[src/rtl/fetch_ctrl.sv]
// rtl/fetch_ctrl.sv - instruction-fetch sequencer with one-entry instruction buffer
//
// Owns the program counter, runs the instruction-memory req/ack handshake
// (one outstanding request), holds one fetched instruction until decode
// takes it, and applies exception / eret / branch redirects, including ones
// that arrive while a fetch is still outstanding.
//
// Ports:
//   Clk        in   rising-edge clock
//   Reset      in   synchronous active-high reset
//   Stall      in   decode cannot accept an instruction this cycle
//   BrTaken    in   taken branch/jump redirect
//   BrTarget   in   [31:0] branch/jump target
//   ExcReq     in   exception redirect to EXC_VECTOR
//   EretReq    in   return-from-exception redirect
//   EpcIn      in   [31:0] eret target
//   ImemReq    out  fetch request
//   ImemAddr   out  [31:0] fetch address (current Pc)
//   ImemAck    in   memory completes the request this cycle
//   ImemRdata  in   [31:0] instruction word, valid with ImemAck
//   InstrValid out  Instr/InstrPc valid for decode
//   Instr      out  [31:0] buffered instruction
//   InstrPc    out  [31:0] address of buffered instruction

module fetch_ctrl #(
  parameter logic [31:0] PC_BEGIN   = 32'h0000_3000,
  parameter logic [31:0] EXC_VECTOR = 32'h0000_4180
) (
  input  logic        Clk,
  input  logic        Reset,
  input  logic        Stall,
  input  logic        BrTaken,
  input  logic [31:0] BrTarget,
  input  logic        ExcReq,
  input  logic        EretReq,
  input  logic [31:0] EpcIn,
  output logic        ImemReq,
  output logic [31:0] ImemAddr,
  input  logic        ImemAck,
  input  logic [31:0] ImemRdata,
  output logic        InstrValid,
  output logic [31:0] Instr,
  output logic [31:0] InstrPc
);

  localparam logic [1:0] IDLE = 2'd0;
  localparam logic [1:0] BUSY = 2'd1;
  localparam logic [1:0] FULL = 2'd2;

  logic [1:0]  state;
  logic [31:0] pc;
  logic        pend_valid;
  logic [31:0] pend_target;
  logic [31:0] instr_reg;
  logic [31:0] instr_pc;

  logic        redir_now;
  logic [31:0] redir_now_target;
  logic        redir_any;
  logic [31:0] redir_any_target;

  // Same-cycle redirect, priority exception > eret > branch, word aligned.
  always_comb begin
    redir_now        = ExcReq | EretReq | BrTaken;
    redir_now_target = BrTarget;
    if (ExcReq) begin
      redir_now_target = EXC_VECTOR;
    end else if (EretReq) begin
      redir_now_target = EpcIn;
    end
    redir_now_target = redir_now_target & ~32'h0000_0003;
  end

  // A redirect seen this cycle is newer than any pending one, so it wins.
  always_comb begin
    redir_any        = redir_now | pend_valid;
    redir_any_target = redir_now ? redir_now_target : pend_target;
  end

  always_ff @(posedge Clk) begin
    if (Reset) begin
      state       <= IDLE;
      pc          <= PC_BEGIN;
      pend_valid  <= 1'b0;
      pend_target <= 32'h0;
      instr_reg   <= 32'h0;
      instr_pc    <= 32'h0;
    end else begin
      case (state)
        IDLE: begin
          if (redir_now) begin
            pc <= redir_now_target;
          end
          state <= BUSY;
        end

        BUSY: begin
          if (!ImemAck) begin
            // Address must stay stable until ack; remember the redirect instead.
            if (redir_now) begin
              pend_valid  <= 1'b1;
              pend_target <= redir_now_target;
            end
          end else if (redir_any) begin
            // Returned word belongs to the abandoned path: drop it and refetch.
            pc         <= redir_any_target;
            pend_valid <= 1'b0;
          end else begin
            instr_reg <= ImemRdata;
            instr_pc  <= pc;
            pc        <= pc + 32'd4;
            state     <= FULL;
          end
        end

        FULL: begin
          if (redir_now) begin
            // Redirect beats Stall: buffered instruction is on the wrong path.
            pc    <= redir_now_target;
            state <= BUSY;
          end else if (!Stall) begin
            state <= BUSY;
          end
        end

        default: begin
          state <= IDLE;
        end
      endcase
    end
  end

  assign ImemReq    = (state == BUSY);
  assign ImemAddr   = pc;
  assign InstrValid = (state == FULL);
  assign Instr      = instr_reg;
  assign InstrPc    = instr_pc;

endmodule

[config.mk]
export PLATFORM = sky130hd
export DESIGN_NAME = fetch_ctrl
export DESIGN_NICKNAME = d
export VERILOG_FILES = /design/src/rtl/fetch_ctrl.sv
export SDC_FILE = /design/constraint.sdc
export NUM_CORES = 1
export LEC_CHECK = 0
export CORE_ASPECT_RATIO = 0.7
export CORE_UTILIZATION = 45
export DETAILED_ROUTE_END_ITERATION = 8
export PLACE_DENSITY = 0.87
export SLEW_MARGIN = 15
export SYNTH_ARGS = -nofsm -noshare
export SYNTH_HDL_FRONTEND = slang
export SYNTH_SLANG_ARGS = --single-unit
[constraint.sdc]
create_clock -name Clk -period 2.4 [get_ports Clk]
set_clock_uncertainty 0.2 [all_clocks]
set_input_delay 0.48 -clock Clk [delete_from_list [all_inputs] [get_ports Clk]]
set_output_delay 0.48 -clock Clk [all_outputs]
set_load 0.02 [all_outputs]
**After elaboration in Yosys (flattened, before gate mapping)**

Cells that the tools add are included.

- Add/sub/neg operators: 1
- Eq/ne operators: 7
- Multiplexer cells: 15
- Bitwise gates (word level): 5
- Reductions and logical operators: 9

Operators with widths:

| cell | count |
|---|---|
| 2-to-1 mux 32 bit | 6 |
| one-hot mux 32 bit (2 select lines) | 1 |
| adder 32 x 3 -> 32 bit, second input constant | 1 |
| AND reduction 3 bit | 4 |
| 2-to-1 mux 2 bit | 4 |
| != test 2 x 1 -> 1 bit, second input constant | 3 |
| one-hot mux 2 bit (3 select lines) | 1 |
| nonzero test 2 bit | 2 |
| 2-to-1 mux 1 bit | 3 |
| != test 3 x 2 -> 1 bit, second input constant | 1 |
| OR 1 bit | 3 |
| == test 2 x 1 -> 1 bit, second input constant | 1 |
| == test 2 bit, second input constant | 1 |
| zero test 2 bit | 1 |
| != test 2 bit, second input constant | 1 |
| inverter 1 bit | 2 |
| AND reduction 2 bit | 1 |
| OR reduction 2 bit | 1 |

- Register bits after elaboration: 131
- Input bits: 103
- Output and inout bits: 98
- Word-level logic and storage cells: 43

**Depth between registers and ports, before layout**

Gate-level depths: netlist (run 1).

- Depth in word-level cells: 6
- Mapped depth: 8

**Least setup slack after synthesis (run 1)**

Ideal clock, no wire load.

- Path kind: flip-flop to flip-flop
- Start: reg pc[2], in the netlist ImemAddr[2]
- End: reg pc[20], in the netlist ImemAddr[20]
- Setup time: 0.116 ns
- Arrival time: 1.899 ns
- Required time: 2.084 ns
- Setup slack: 0.185 ns
- Stages on the path, launching flop included: 8
- Cell sequence: dfxtp_1 -> ha_1 -> and3_1 -> clkbuf_1 -> nand2_1 -> nor4_2 -> nand4_1 -> and4_1

- Longest elaborated chain between the ends: 4

Ends and longest elaborated chain:

| what | line | text |
|---|---|---|
| start: declaration | 51 | `logic [31:0] pc;` |
| start signal: assignment | 92 | `pc <= redir_now_target;` |
| start signal: assignment | 106 | `pc <= redir_any_target;` |
| start signal: assignment | 111 | `pc <= pc + 32'd4;` |
| adder 32 x 3 -> 32 bit | 111 |  |
| 2-to-1 mux 32 bit | 104 | `end else if (redir_any) begin` |
| 2-to-1 mux 32 bit | 98 | `if (!ImemAck) begin` |
| one-hot mux 32 bit (2 select lines) | 89 | `case (state)` |

Every way passes these cells. The select of a mux whose other input is x is not followed.
A chain may end at the register's enable or synchronous reset.

**Final worst setup path (run 1)**

- Start: reg pc[2], in the netlist ImemAddr[2]
- End: reg pc[25], in the netlist ImemAddr[25]

The elaborated chain is that of the path after synthesis.

==> results of run 1 <==
[power breakdown]
group | internal, mW | leakage (nW) | switching (mW)
clock | 1.48 | 0.288 | 1.11
combinational | 0.487 | 2.17 | 0.505
sequential | 2.25 | 1.06 | 0.0750
[final timing paths]
| kind | from | to |
|---|---|---|
| max reg2reg | ImemAddr[2] | ImemAddr[25] |
| min | Reset | pend_target[30] |
| min reg2reg | InstrPc[13] | InstrPc[13] |
| max | ImemAddr[2] | ImemAddr[25] |
[sequential cells by signal, summed over array words and instances, names as in the netlist]
name	cells
state	2
Instr	32
InstrPc	32
pend_target	32
pend_valid	1
ImemAddr	32
[cells in the final DEF, fill, tap and decap left out, drive strengths merged, types with 15 or more instances in the layout]
master and instances:
clkdlybuf4s50 190, nand2 155, dfxtp 131, a21oi 102
buf 83, nor2 62, o21ai 35, a22oi 34
inv 33, nor3 23, clkbuf 17, mux2i 15
[layout make-up]
type | count | area, um2
clock buffers | 17 | 425
clock inverters | 15 | 161
fillers | 1031 | 4270
inverters | 23 | 86.3
multi-input cells | 607 | 3460
flip-flops and latches | 131 | 2630
well taps | 190 | 238
repair buffers | 277 | 2660
[worst register-to-register path, stage by stage, from the launching register on]
cell	delay [ps]
dfxtp_1	430
and4_1	270
nand4_1	400
or3_1	490
or3_1	320
a31oi_1	160
[what timing repair did]
| action | CTS | global route |
|---|---|---|
| gates resized for setup | 6 | 7 |
| setup endpoints to repair | 8 | 21 |
| gates cloned | 0 | 0 |
[metrics by stage]
stage	power, mW	util, %	std cells
after floorplan	2.82	-	830
after global placement	3.31	64.8	1228
after detailed placement	3.32	64.8	1228
after CTS	5.91	69.1	1260
after global routing	6.12	69.3	1260
final	5.90	69.3	1260
[kinds of logic after synthesis]
| group | share of synthesized area, % |
|---|---|
| buffers and inverters | 6.18 |
| flip-flops | 40.7 |
| AND/OR/NAND/NOR | 24.2 |
| multiplexers | 4.08 |
| adder cells (fa/ha/maj) | 0.194 |
| XOR/XNOR | 1.77 |
| AO/OA/AOI/OAI | 22.9 |
[Yosys cell counts, types with 11 or more instances]
cell | instances | area share, %
inv_1 | 23 | 1.3
buf_2 | 30 | 2.3
a21oi_1 | 101 | 7.9
o211ai_1 | 12 | 1.4
mux2i_1 | 15 | 2.3
nand3_1 | 12 | 0.93
dfxtp_1 | 131 | 41
nand2_1 | 155 | 9.0
a211oi_1 | 11 | 1.3
a22oi_1 | 34 | 4.0
xnor2_1 | 12 | 1.6
clkbuf_1 | 33 | 1.9
o21ai_0 | 34 | 2.6
nor3_1 | 23 | 1.8
nor2_1 | 61 | 3.6
[routing by layer]
layer / global-route usage [%] / part of all wire [%] / vias to the layer above
met2: 49.1 / 47 / 419
met1: 35.8 / 39 / 3436
li1: - / - / 3390
met5: 0 / 0 / -
met3: 8.21 / 11 / 58
met4: 11.9 / 2.6 / 0
==> results.toml, run 1 <==
[power_and_ir_drop]
p_per_area_nw_per_um2 = 612
p_leak_nw = 3.53
ir_drop_uv = 467

[setup_path]
max_stage_delay_ps = 490
critPathKind = "reg2reg"
cpMostUsedCell = "or3_1"
slowest_stage = "or3_1"
worstPathCellList = "and4_1 -> nand4_1 -> or3_1 -> or3_1 -> a31oi_1"
start_kind = "flop"
crit_fanout = 6
r2r_cells = 5
path_buf_inv = 0
worst_setup_path_end_kind = "flop"
critPathTopFamily = "simple AND/OR/NAND/NOR gates"
arrival_ps = 2470
critical_path_required_ps = 2540
cp.depth = 5
ff2ff_setup_slack_ps = 70

[synthesis]
synth_area_per_cell_um2 = 7.76
ys_types = 61
ys_seq_elements = 131
ys_seq_area_share_pct = 40.7
ys.flop_type = "dfxtp_1"
synth_nets = 934
synth_edf_count = 0
ys_warn_count = 0
synthesis.area_um2 = 6440
async_flop_share_pct = 0
synthCells = 830

[timing]
period_share_pct = 97.1
slew_headroom_pct = 60.3
rsz0062_at_grt = "true"
tightest_slew_ps = 592
layout_setup_ws_ps = 69.4
hold_viol_final = 0
fmax_mhz = 429
finalSetupTns_ps = 0
maxSlewViolCount = 0
min_period_ps = 2330
holdWs_ps = 218
finalSetupViolCount = 0

[drt]
dr.pass1.iters = 5
drcViolationCount = 0
vias = 7303
wl_per_cell_um = 17.4
wl_mm = 22.0
ant_nets = 0
avgViaCountPerCell = 5.80
drt-initial-drc-count = 734

[placed_design]
port_buffers = 196
placed_area_um2 = 9020
place_hpwl_mm = 15.5
finalWeightedCongestion = 0.942
dpl_worst_slack_ps = -480

[clock_network]
cts_tree = "built"
clkTransAtPathRegs_ps = 60
clk-insertion-delay-late_ps = 420
cts_sinks = 131
cts_made_buffers = 17
htree_levels = 4
ctsLongestPathBuffers = 2
clock-root-buffer = "clkbuf_16"
cts_setup_buffers = 0
hold_buffers = 0

[die]
core_area_um2 = 13900
pin_count = 201
rows = 36
dieArea_um2 = 14800
initial_core_util_pct = 46.3
die_h_um = 102
die_w_um = 145

[grt]
grt_max_degree = 45
grt_usage_pct = 29.2
antenna_found_initial = 0
grt_pass1_vias = 6940
grt_pass1_wl_mm = 34.1
grt-ovfl-total = 0

[cells_and_area]
nNetsFinal = 1161
fin_area_um2 = 9650
syn_to_final_growth_pct = 49.9
drive_gt1_share_pct = 13.7
n_antenna_cell = 0

[outcome]
status = "finished clean"

[hold_path]
whs_path_depth = 2
hold_path_class = "in2reg"

[job]
cap_violations = 0
Note: power is estimated with default switching activity, not from simulation.
==> inputs of run 2 (changes only) <==
CORE_UTILIZATION = 35   (was 45)
PLACE_DENSITY = 0.72   (was 0.87)
SKIP_LAST_GASP = 1   (was unset)
==> run 2 against run 1 <==
Effect of this change:
- worst setup slack lost 24 ps
- utilization is 15 points lower
- wire length fell by 1.4%
- via count shrank 2.5%
- sequential share of layout area down 0.43 points
- cell area is 1.5% higher
- critical path depth increased by 2
- critical endpoint is now ImemAddr[28]
- highest routed layer unchanged
==> results.toml, run 2 (synthesis gave the netlist of run 1 again) <==
[outcome]
status = "finished clean"

[drt]
wl_per_cell_um = 16.4
vias = 7123
dr.pass1.iters = 6
drcViolationCount = 0
drt-initial-drc-count = 606
avgViaCountPerCell = 5.39
wl_mm = 21.6
ant_nets = 0

[cells_and_area]
syn_to_final_growth_pct = 52.2
drive_gt1_share_pct = 14.5
fillerInstances = 1683
mostFrequentLayoutCell = "clkdlybuf4s50_1"
seqCellArea_um2 = 2620
multi_input_area_um2 = 3420
nNetsFinal = 1176
fin_area_um2 = 9800
final_cell_mix = "clkdlybuf4s50_1 (191), nand2_1 (155), dfxtp_1 (130)"
n_antenna_cell = 0

[setup_path]
critical_path_required_ps = 2560
path_buf_inv = 2
crit_fanout = 6
worst_setup_path_end_kind = "flop"
start_kind = "primary input"
worstPathCellList = "clkdlybuf4s50_1 -> or4_1 -> nor2_1 -> buf_4 -> nand4_1 -> mux2_2 -> o21ai_0"
critPathTopFamily = "simple AND/OR/NAND/NOR gates"
max_stage_delay_ps = 670
critPathKind = "in2reg"
slowest_stage = "or4_1"
arrival_ps = 2510

[job]
cap_violations = 0

[timing]
min_period_ps = 2350
slew_headroom_pct = 56.0
rsz0062_at_grt = "false"
period_share_pct = 98.1
tightest_slew_ps = 656
finalSetupTns_ps = 0
hold_viol_final = 0
finalSetupViolCount = 0
maxSlewViolCount = 0
fmax_mhz = 425

[die]
die_h_um = 115
die_w_um = 164
pin_count = 201
dieArea_um2 = 18900
initial_core_util_pct = 35.8
core_area_um2 = 18000
rows = 41

[clock_network]
clk-insertion-delay-late_ps = 430
clock-root-buffer = "clkbuf_16"
clkTransAtPathRegs_ps = 70
ctsLongestPathBuffers = 2
cts_sinks = 131
htree_levels = 4
hold_buffers = 0
cts_tree = "built"
cts_made_buffers = 17

[placed_design]
placed_area_um2 = 9200
port_buffers = 196
place_hpwl_mm = 15.9
finalWeightedCongestion = 0.877

[grt]
grt_pass1_vias = 6418
grt_max_degree = 63
grt-ovfl-total = 0
grt_usage_pct = 23.1
grt_pass1_wl_mm = 33.8
antenna_found_initial = 0

[power_and_ir_drop]
ir_drop_uv = 430
p_int_mw = 4.22
p_seq_share_pct = 38.9
power_mw = 5.94
p_clk_share_pct = 44.2
p_leak_nw = 3.60
p_sw_mw = 1.72
p_per_area_nw_per_um2 = 607
sw_frac_of_total_pct = 29.0
p_comb_share_pct = 16.9

[hold_path]
hold_path_class = "in2reg"
==> run 2: changes by cell type in the layout (fill, tap and decap cells not counted), sizes merged <==
cell           before  now
buf                83   98
clkdlybuf4s50     190  191
clkinv              3    4
clkinvlp            1    0
dlymetal6s2s        3    2
==> run 2: area by class of cell <==
class | count | share of cell area (%)
clock buffer | 17 | 4.34
multi-input combinational | 607 | 35.0
timing repair buffer | 292 | 28.4
clock inverter | 15 | 1.63
tap | 236 | 3.01
inverter | 23 | 0.881
sequential | 131 | 26.8
==> run 2: per-stage QoR <==
| stage | instances | utilization (%) | hold slack (ps) | worst slack, ps |
|---|---|---|---|---|
| after floorplan | 830 | - | 253 | 185 |
| after CTS | 1321 | 54.3 | 207 | 45.3 |
| after global routing | 1321 | 54.4 | 224 | 9.32 |
| final | 1321 | 54.4 | 222 | 45.5 |
| after detailed placement | 1289 | 51.1 | 247 | -384 |
| after global placement | 1289 | 51.1 | 241 | -354 |
==> run 2: final timing paths <==
path                                   from              end  slack, ps  cells past startpoint
worst min-delay path                  Reset  pend_target[31]        220                      2
worst max-delay path                 ExcReq     ImemAddr[28]         50                      7
worst max register to register  ImemAddr[2]     ImemAddr[18]        200                      7
worst min register to register    Instr[16]        Instr[16]        250                      2
==> run 2: per-layer routing <==
layer / vias up / track usage [%] / routed length (um)
met4: 0 / 7.47 / 291
li1: 3417 / - / -
met1: 3338 / 32.3 / 9790
met2: 341 / 35.1 / 9510
met3: 27 / 5.37 / 2050
met5: - / 0 / 0
==> run 2: worst register-to-register path, stage by stage (launching register included) <==
cell and delay, ps:
dfxtp_1 430, ha_1 240, and3_1 260, nand4_2 250
buf_4 250, o21ai_0 160, a21oi_1 90, a211oi_1 230
==> run 2: repair_timing <==
action                                  CTS  global route
resized for setup                         2             4
buffers inserted                          0             0
hold endpoints to repair                  0             0
endpoints found under the setup margin    2            16
cloned                                    0             0
==> run 2: power by group through the flow <==
stage / registers [mW] / clock network, mW / logic, mW
final: 2.31 / 2.62 / 1.00
after global routing: 2.32 / 2.76 / 1.08
after CTS: 2.31 / 2.66 / 0.999
after detailed placement: 2.36 / 0 / 0.993
after global placement: 2.36 / 0 / 0.987
after floorplan: 2.42 / 0 / 0.397
